===== src/rtl/count_timer_pkg.sv =====
// Shared definitions for the count4 timer controller: FSM state encoding and
// default datapath sizing.
package count_timer_pkg;

   typedef enum logic [1:0] {
      ST_IDLE  = 2'd0,
      ST_RUN   = 2'd1,
      ST_PAUSE = 2'd2
   } state_t;

   localparam int DEF_WIDTH    = 4;
   localparam int DEF_PRESCALE = 1;

endpackage


===== src/rtl/tick_prescaler.sv =====
// Modulo-PRESCALE edge counter: emits a one-cycle tick on every PRESCALE-th
// enabled edge. With PRESCALE=1 the counter stays at 0 and tick follows enable.
module tick_prescaler #(
   parameter int PRESCALE = 1
) (
   input  logic clk,
   input  logic reset,
   input  logic enable,
   input  logic clear,
   output logic tick
);

   localparam int CW = (PRESCALE > 1) ? $clog2(PRESCALE) : 1;
   localparam logic [CW-1:0] LAST = CW'(PRESCALE - 1);

   logic [CW-1:0] cnt_q;

   always_ff @(posedge clk or posedge reset) begin
      if (reset)
         cnt_q <= '0;
      else if (clear)
         cnt_q <= '0;
      else if (enable)
         cnt_q <= (cnt_q == LAST) ? '0 : cnt_q + CW'(1);
   end

   assign tick = enable && (cnt_q == LAST);

endmodule


===== src/rtl/count4_timer_ctrl.sv =====
// Start/pause/abort sequencer around a down-counter: loads a start value,
// decrements on each prescaled tick and pulses done at terminal count.
module count4_timer_ctrl
   import count_timer_pkg::*;
#(
   parameter int WIDTH    = DEF_WIDTH,
   parameter int PRESCALE = DEF_PRESCALE
) (
   input  logic             clk,
   input  logic             reset,
   input  logic             start,
   input  logic [WIDTH-1:0] load_val,
   input  logic             auto_reload,
   input  logic             pause,
   input  logic             abort,
   output logic             busy,
   output logic             done,
   output logic [WIDTH-1:0] count,
   output logic [1:0]       state
);

   state_t           st_q, st_d;
   logic [WIDTH-1:0] cnt_q, cnt_d;
   logic [WIDTH-1:0] rel_q, rel_d;
   logic             mode_q, mode_d;
   logic             done_q, done_d;
   logic             busy_q, busy_d;
   logic             presc_en, presc_clr, tick;

   // Abort is masked out of the enable so a coincident terminal tick is lost.
   assign presc_en = busy_q && !pause && !abort;

   tick_prescaler #(.PRESCALE(PRESCALE)) u_presc (
      .clk    (clk),
      .reset  (reset),
      .enable (presc_en),
      .clear  (presc_clr),
      .tick   (tick)
   );

   always_ff @(posedge clk or posedge reset) begin
      if (reset) begin
         st_q   <= ST_IDLE;
         cnt_q  <= '0;
         rel_q  <= '0;
         mode_q <= 1'b0;
         done_q <= 1'b0;
         busy_q <= 1'b0;
      end else begin
         st_q   <= st_d;
         cnt_q  <= cnt_d;
         rel_q  <= rel_d;
         mode_q <= mode_d;
         done_q <= done_d;
         busy_q <= busy_d;
      end
   end

   always_comb begin
      st_d      = st_q;
      cnt_d     = cnt_q;
      rel_d     = rel_q;
      mode_d    = mode_q;
      done_d    = 1'b0;
      presc_clr = 1'b0;
      case (st_q)
         ST_IDLE: begin
            if (start) begin
               presc_clr = 1'b1;
               if (load_val == '0) begin
                  done_d = 1'b1;
               end else begin
                  cnt_d  = load_val;
                  rel_d  = load_val;
                  mode_d = auto_reload;
                  st_d   = pause ? ST_PAUSE : ST_RUN;
               end
            end
         end
         ST_RUN, ST_PAUSE: begin
            if (abort) begin
               st_d      = ST_IDLE;
               cnt_d     = '0;
               presc_clr = 1'b1;
            end else begin
               st_d = pause ? ST_PAUSE : ST_RUN;
               if (tick) begin
                  if (cnt_q > WIDTH'(1)) begin
                     cnt_d = cnt_q - WIDTH'(1);
                  end else begin
                     done_d = 1'b1;
                     if (mode_q) begin
                        cnt_d = rel_q;
                     end else begin
                        cnt_d = '0;
                        st_d  = ST_IDLE;
                     end
                  end
               end
            end
         end
         default: begin
            st_d      = ST_IDLE;
            cnt_d     = '0;
            presc_clr = 1'b1;
         end
      endcase
      busy_d = (st_d != ST_IDLE);
   end

   assign busy  = busy_q;
   assign done  = done_q;
   assign count = cnt_q;
   assign state = st_q;

endmodule


===== config.mk =====
export PLATFORM = sky130hd
export DESIGN_NAME = count4_timer_ctrl
export DESIGN_NICKNAME = d
export VERILOG_FILES = /design/src/rtl/count_timer_pkg.sv /design/src/rtl/tick_prescaler.sv /design/src/rtl/count4_timer_ctrl.sv
export SDC_FILE = /design/constraint.sdc
export NUM_CORES = 1
export LEC_CHECK = 0
export CAP_MARGIN = 30
export CORE_MARGIN = 2
export CORE_UTILIZATION = 41
export CTS_CLUSTER_DIAMETER = 100
export DETAILED_ROUTE_END_ITERATION = 8
export GPL_TIMING_DRIVEN = 0
export PLACE_DENSITY_LB_ADDON = 0.12
export SLEW_MARGIN = 20
export SYNTH_ARGS = -nofsm -noshare
export SYNTH_HDL_FRONTEND = slang
export SYNTH_HIERARCHICAL = 1
export SYNTH_SLANG_ARGS = --single-unit

===== constraint.sdc =====
create_clock -name clk -period 2.1 [get_ports clk]
set_clock_uncertainty 0.1 [all_clocks]
set_input_delay 0.21 -clock clk [delete_from_list [all_inputs] [get_ports clk]]
set_output_delay 0.21 -clock clk [all_outputs]
set_load 0.005 [all_outputs]

==> flow_summary.toml, run 1 <==
[outcome]
status = "finished clean"

[final_layout]
final_cells = 135
antenna_cells = 0
final_core_util_pct = 54.36
syn_to_final_growth_pct = 28.46
stdcell_area_um2 = 1045
nNetsFinal = 123
layout-drive-gt1-share_pct = 12.04

[timing]
setup_ws_ns = 0.2205
maxSlewViolCount = 0
rsz0062_at_grt = "false"
tns_ns = 0
hold_slack_ns = 0.1297
finalCritPeriodShare_pct = 89.50
hold_viol_final = 0
relSlewSlack_pct = 67.80
finalCriticalPeriod_ns = 1.879
max_freq_ghz = 0.5321
setup_viol = 0
worstMarginPinSlew_ns = 0.4825

[detailed_routing]
via_count = 708
wirelength_mm = 1.720
viasPerCell = 5.244
ant_nets = 0
drt-initial-drc-count = 11
wl_per_cell_um = 12.74
first_pass_iters = 4
drc = 0

[worst_setup_path]
path_max_fanout = 7
worstPathRequired_ns = 2.21
critPathLaunchType = "flip-flop"
cp.arrival_ns = 1.99
cp_top_family = "compound AO/OA/AOI/OAI gates"
cp_cell_sequence = "inv_1, ha_1, or2_1, a41oi_1, nor2_1, a21oi_1"
cpPeakStageDelay_ns = 0.47
worst_path_max_delay_cell = "dfrtp_1"
critPathKind = "reg2reg"
crit_buf_inv = 1
cp-end-kind = "flip-flop"

[clock_tree]
clkSlewWorstSetupHoldPaths_ns = 0.09
htree_levels = 1
clockBufferDepth = 2
cts_tree = "done"
cts_made_buffers = 3
cts_resized = 0
cts_hold_buf = 0
cts_sinks = 13
insertion_delay_ns = 0.29
cts_root_buffer = "clkbuf_4"
post_cts_buffers = 0

[synth]
avgSynthCellArea_um2 = 9.348
syn-num-nets = 101
yosys_warnings = 6
netlist_instances = 87
synth_area_um2 = 813.3

[global_route]
grt_max_degree = 14
antenna_found_initial = 0
grtUsageTotal_pct = 16.06
grt_pass1_vias = 720
grt_first_pass_wirelength_mm = 2.994
grt_overflow = 0

[place]
post-place-ws_ns = 0.1832
io_buffers = 17
dpl.hpwl_mm = 1.349
dpl_cell_area_um2 = 1017
dp_cells = 131
gp_congestion = 0.7562

[power]
ir_drop_mv = 0.6756
p_leak_nw = 0.4575
p_seq_share_pct = 34.5
p_per_area_nw_per_um2 = 1313
pwr-share-clk_pct = 11.8
p_switching_mw = 0.5565
switching_share_pct = 40.57
combPwrFrac_pct = 53.8
p_total_mw = 1.372
internal-power_mw = 0.8152

[job]
cap_violations = 0

[min_path]
hold_class = "in2async"

[die]
die_w_um = 48.54
die_area_um2 = 2356
rows = 16
start_util_pct = 42.32
core_area_um2 = 1922
io_pins = 18
die_h_um = 48.54
power groups by stage:
stage	Sequential (mW)	Combinational, mW	Clock [mW]
5_1_grt	0.493	0.810	0.183
3_5_place_dp	0.480	0.731	0
2_1_floorplan	0.457	0.494	0
4_1_cts	0.475	0.738	0.166
6_report	0.473	0.737	0.162
3_3_place_gp	0.477	0.730	0
final timing paths:
path / from / to / slack, ns / cells past startpoint
worst max-delay path: count[0] / busy / 0.22 / 6
worst min-delay path: reset / done / 0.13 / 2
worst max register to register: count[0] / busy / 0.22 / 6
worst min register to register: rel_q[1] / rel_q[1] / 0.38 / 2
max in group asynchronous: reset / count[3] / 1.44 / 2
min in group clk: auto_reload / mode_q / 0.36 / 3
final cells by class:
cell class	count	area, µm²
clock buffers	3	22.52
clock inverters	1	5.005
plain buffers	2	12.51
flip-flops and latches	13	325.3
repair buffers	17	170.2
inverters	8	30.03
well taps	27	33.78
fillers	195	877.1
multi-input cells	64	445.4
layout by cell type (no fill, tap or decap), drive strengths merged, types with 2 or more instances in the layout:
cell type / n
clkdlybuf4s50: 17
dfrtp: 13
nand2: 10
inv: 8
a21oi: 7
nor2: 6
a22o: 6
o21ai: 5
ha: 4
clkbuf: 3
and2: 3
nor2b: 2
and3: 2
a211oi: 2
a221o: 2
buf: 2
or2: 2
flip-flops by register name (all words and copies together), names as in the netlist:
name	flops
done	1
state	2
busy	1
rel_q	4
mode_q	1
count	4
routing by layer:
layer / GRT usage, % / wire, µm / vias to the layer above
met1: 20.79 / 821 / 324
li1: - / - / 359
met5: 0 / 0 / -
met2: 26.16 / 797 / 20
met3: 3.086 / 65 / 5
met4: 7.143 / 35 / 0
Power figures use the tool's default switching activity.
==> inputs of run 2 (changes only) <==
Clock period 2.1 ns to 1.55 ns, I/O delays scaled along.
==> run 2 against run 1 <==
Net effect: the run now ends with setup timing left; first-iteration DRC count rose to 2.5 times the previous value; critical path depth is the same; sequential cell count did not move; non-clock buffer count increased by 6; wire length increased by 24%; maximum frequency grew 12%.
==> flow_summary.toml, run 2 (synthesis gave the netlist of run 1 again) <==
[outcome]
violations = "setup timing"
status = "complete, but fails checks"

[global_route]
grt_first_pass_wirelength_mm = 3.318
grt_pass1_vias = 725
grt_overflow = 0
grtUsageTotal_pct = 18.45
antenna_found_initial = 0
grt_max_degree = 14

[clock_tree]
clkSlewWorstSetupHoldPaths_ns = 0.09
cts_root_buffer = "clkbuf_4"
cts_sinks = 13
insertion_delay_ns = 0.28
clockBufferDepth = 2
cts_tree = "done"
htree_levels = 1
cts_made_buffers = 3

[timing]
setup_ws_ns = -0.1221
hold_viol_final = 0
worstMarginPinSlew_ns = 0.5017
setup_viol = 6
maxSlewViolCount = 0
finalCritPeriodShare_pct = 107.9
hold_slack_ns = 0.09295
rsz0062_at_grt = "true"
relSlewSlack_pct = 66.52
max_freq_ghz = 0.5981
finalCriticalPeriod_ns = 1.672

[final_layout]
final_cell_mix = "dfrtp_1 (12), clkdlybuf4s50_1 (11), nand2_1 (10), a21oi_1 (7)"
layout-drive-gt1-share_pct = 31.58
antenna_cells = 0
final_cells = 141
nNetsFinal = 129
syn_to_final_growth_pct = 52.77
layout_commonest_cell = "dfrtp_1"

[die]
io_pins = 18
start_util_pct = 42.32
core_area_um2 = 1922
die_h_um = 48.54
die_w_um = 48.54
die_area_um2 = 2356
rows = 16

[job]
cap_violations = 0

[detailed_routing]
drc = 0
wl_per_cell_um = 15.16
via_count = 775
ant_nets = 0
first_pass_iters = 4
wirelength_mm = 2.138
drt-initial-drc-count = 28
viasPerCell = 5.496

[place]
dpl.hpwl_mm = 1.414
post-place-ws_ns = -0.3402
io_buffers = 17
gp_congestion = 0.7996
dp_cells = 131

[worst_setup_path]
worstPathRequired_ns = 1.68
path_max_fanout = 4
critPathKind = "reg2reg"
cp-end-kind = "flip-flop"
critPathLaunchType = "flip-flop"
cp.arrival_ns = 1.80

[power]
p_per_area_nw_per_um2 = 1906
ir_drop_mv = 0.9408
p_leak_nw = 0.5709

[min_path]
hold_class = "in2async"
==> run 2: cell types whose count changed in the layout (fill, tap and decap cells not counted), sizes merged <==
cell           before  now
dlymetal6s2s        0    5
clkdlybuf4s50      17   11
clkinv              1    0
buf                 2    8
dlygate4sd2         0    1
clkbuf              3    4
==> run 2: cell type report <==
| type | count | area (µm²) |
|---|---|---|
| Tap cell | 27 | 33.78 |
| Multi-Input combinational cell | 64 | 576.8 |
| Fill cell | 173 | 679.4 |
| Timing Repair Buffer | 23 | 234.0 |
| Inverter | 8 | 30.03 |
| Buffer | 2 | 15.01 |
| Clock buffer | 4 | 26.28 |
| Sequential cell | 13 | 326.6 |
==> run 2: repair_timing <==
item,in CTS,in global routing
resized for setup,8,22
endpoints found under the setup margin,10,16
pin swaps,0,6
hold buffers,0,0
buffers inserted,4,2
==> run 2: routing by layer <==
layer | wire (µm) | track usage [%]
met2 | 1089 | 29.86
met1 | 937 | 23.53
met5 | 0 | 0
met4 | 38 | 8.571
met3 | 72 | 4.012
==> run 2: power by group <==
group          internal, mW  switching, mW  total (mW)
Clock                 0.100          0.126       0.226
Sequential            0.489          0.161       0.650
Combinational         0.792          0.701        1.49
==> run 2: worst max-delay path, cell delays in order (launching register included) <==
cell and delay (ns):
dfrtp_1 0.41, inv_2 0.08, ha_4 0.18, or2_4 0.29, a211oi_1 0.26, a221o_1 0.17, a22o_1 0.13
==> run 2: through the flow <==
stage | instance area [µm²] | setup TNS, ns | total power, mW | utilization, %
2_1_floorplan | 863.3 | -0.1837 | 1.413 | -
3_3_place_gp | 1067 | -2.874 | 1.766 | 55.53
3_5_place_dp | 1067 | -2.972 | 1.787 | 55.53
4_1_cts | 1135 | -0.3029 | 2.119 | 59.05
5_1_grt | 1242 | -0.9750 | 2.528 | 64.65
6_report | 1242 | -0.4781 | 2.368 | 64.65
==> run 2: worst paths after layout <==
check / to / cells after the start / from / slack (ns)
setup reg to reg: count[1] / 6 / count[1] / -0.12
hold reg to reg: rel_q[1] / 2 / rel_q[1] / 0.40
min in group clk: rel_q[1] / 3 / load_val[1] / 0.12
setup / recovery: count[1] / 6 / count[1] / -0.12
hold / removal: state[0] / 2 / reset / 0.09
max in group asynchronous: count[0] / 2 / reset / 0.90
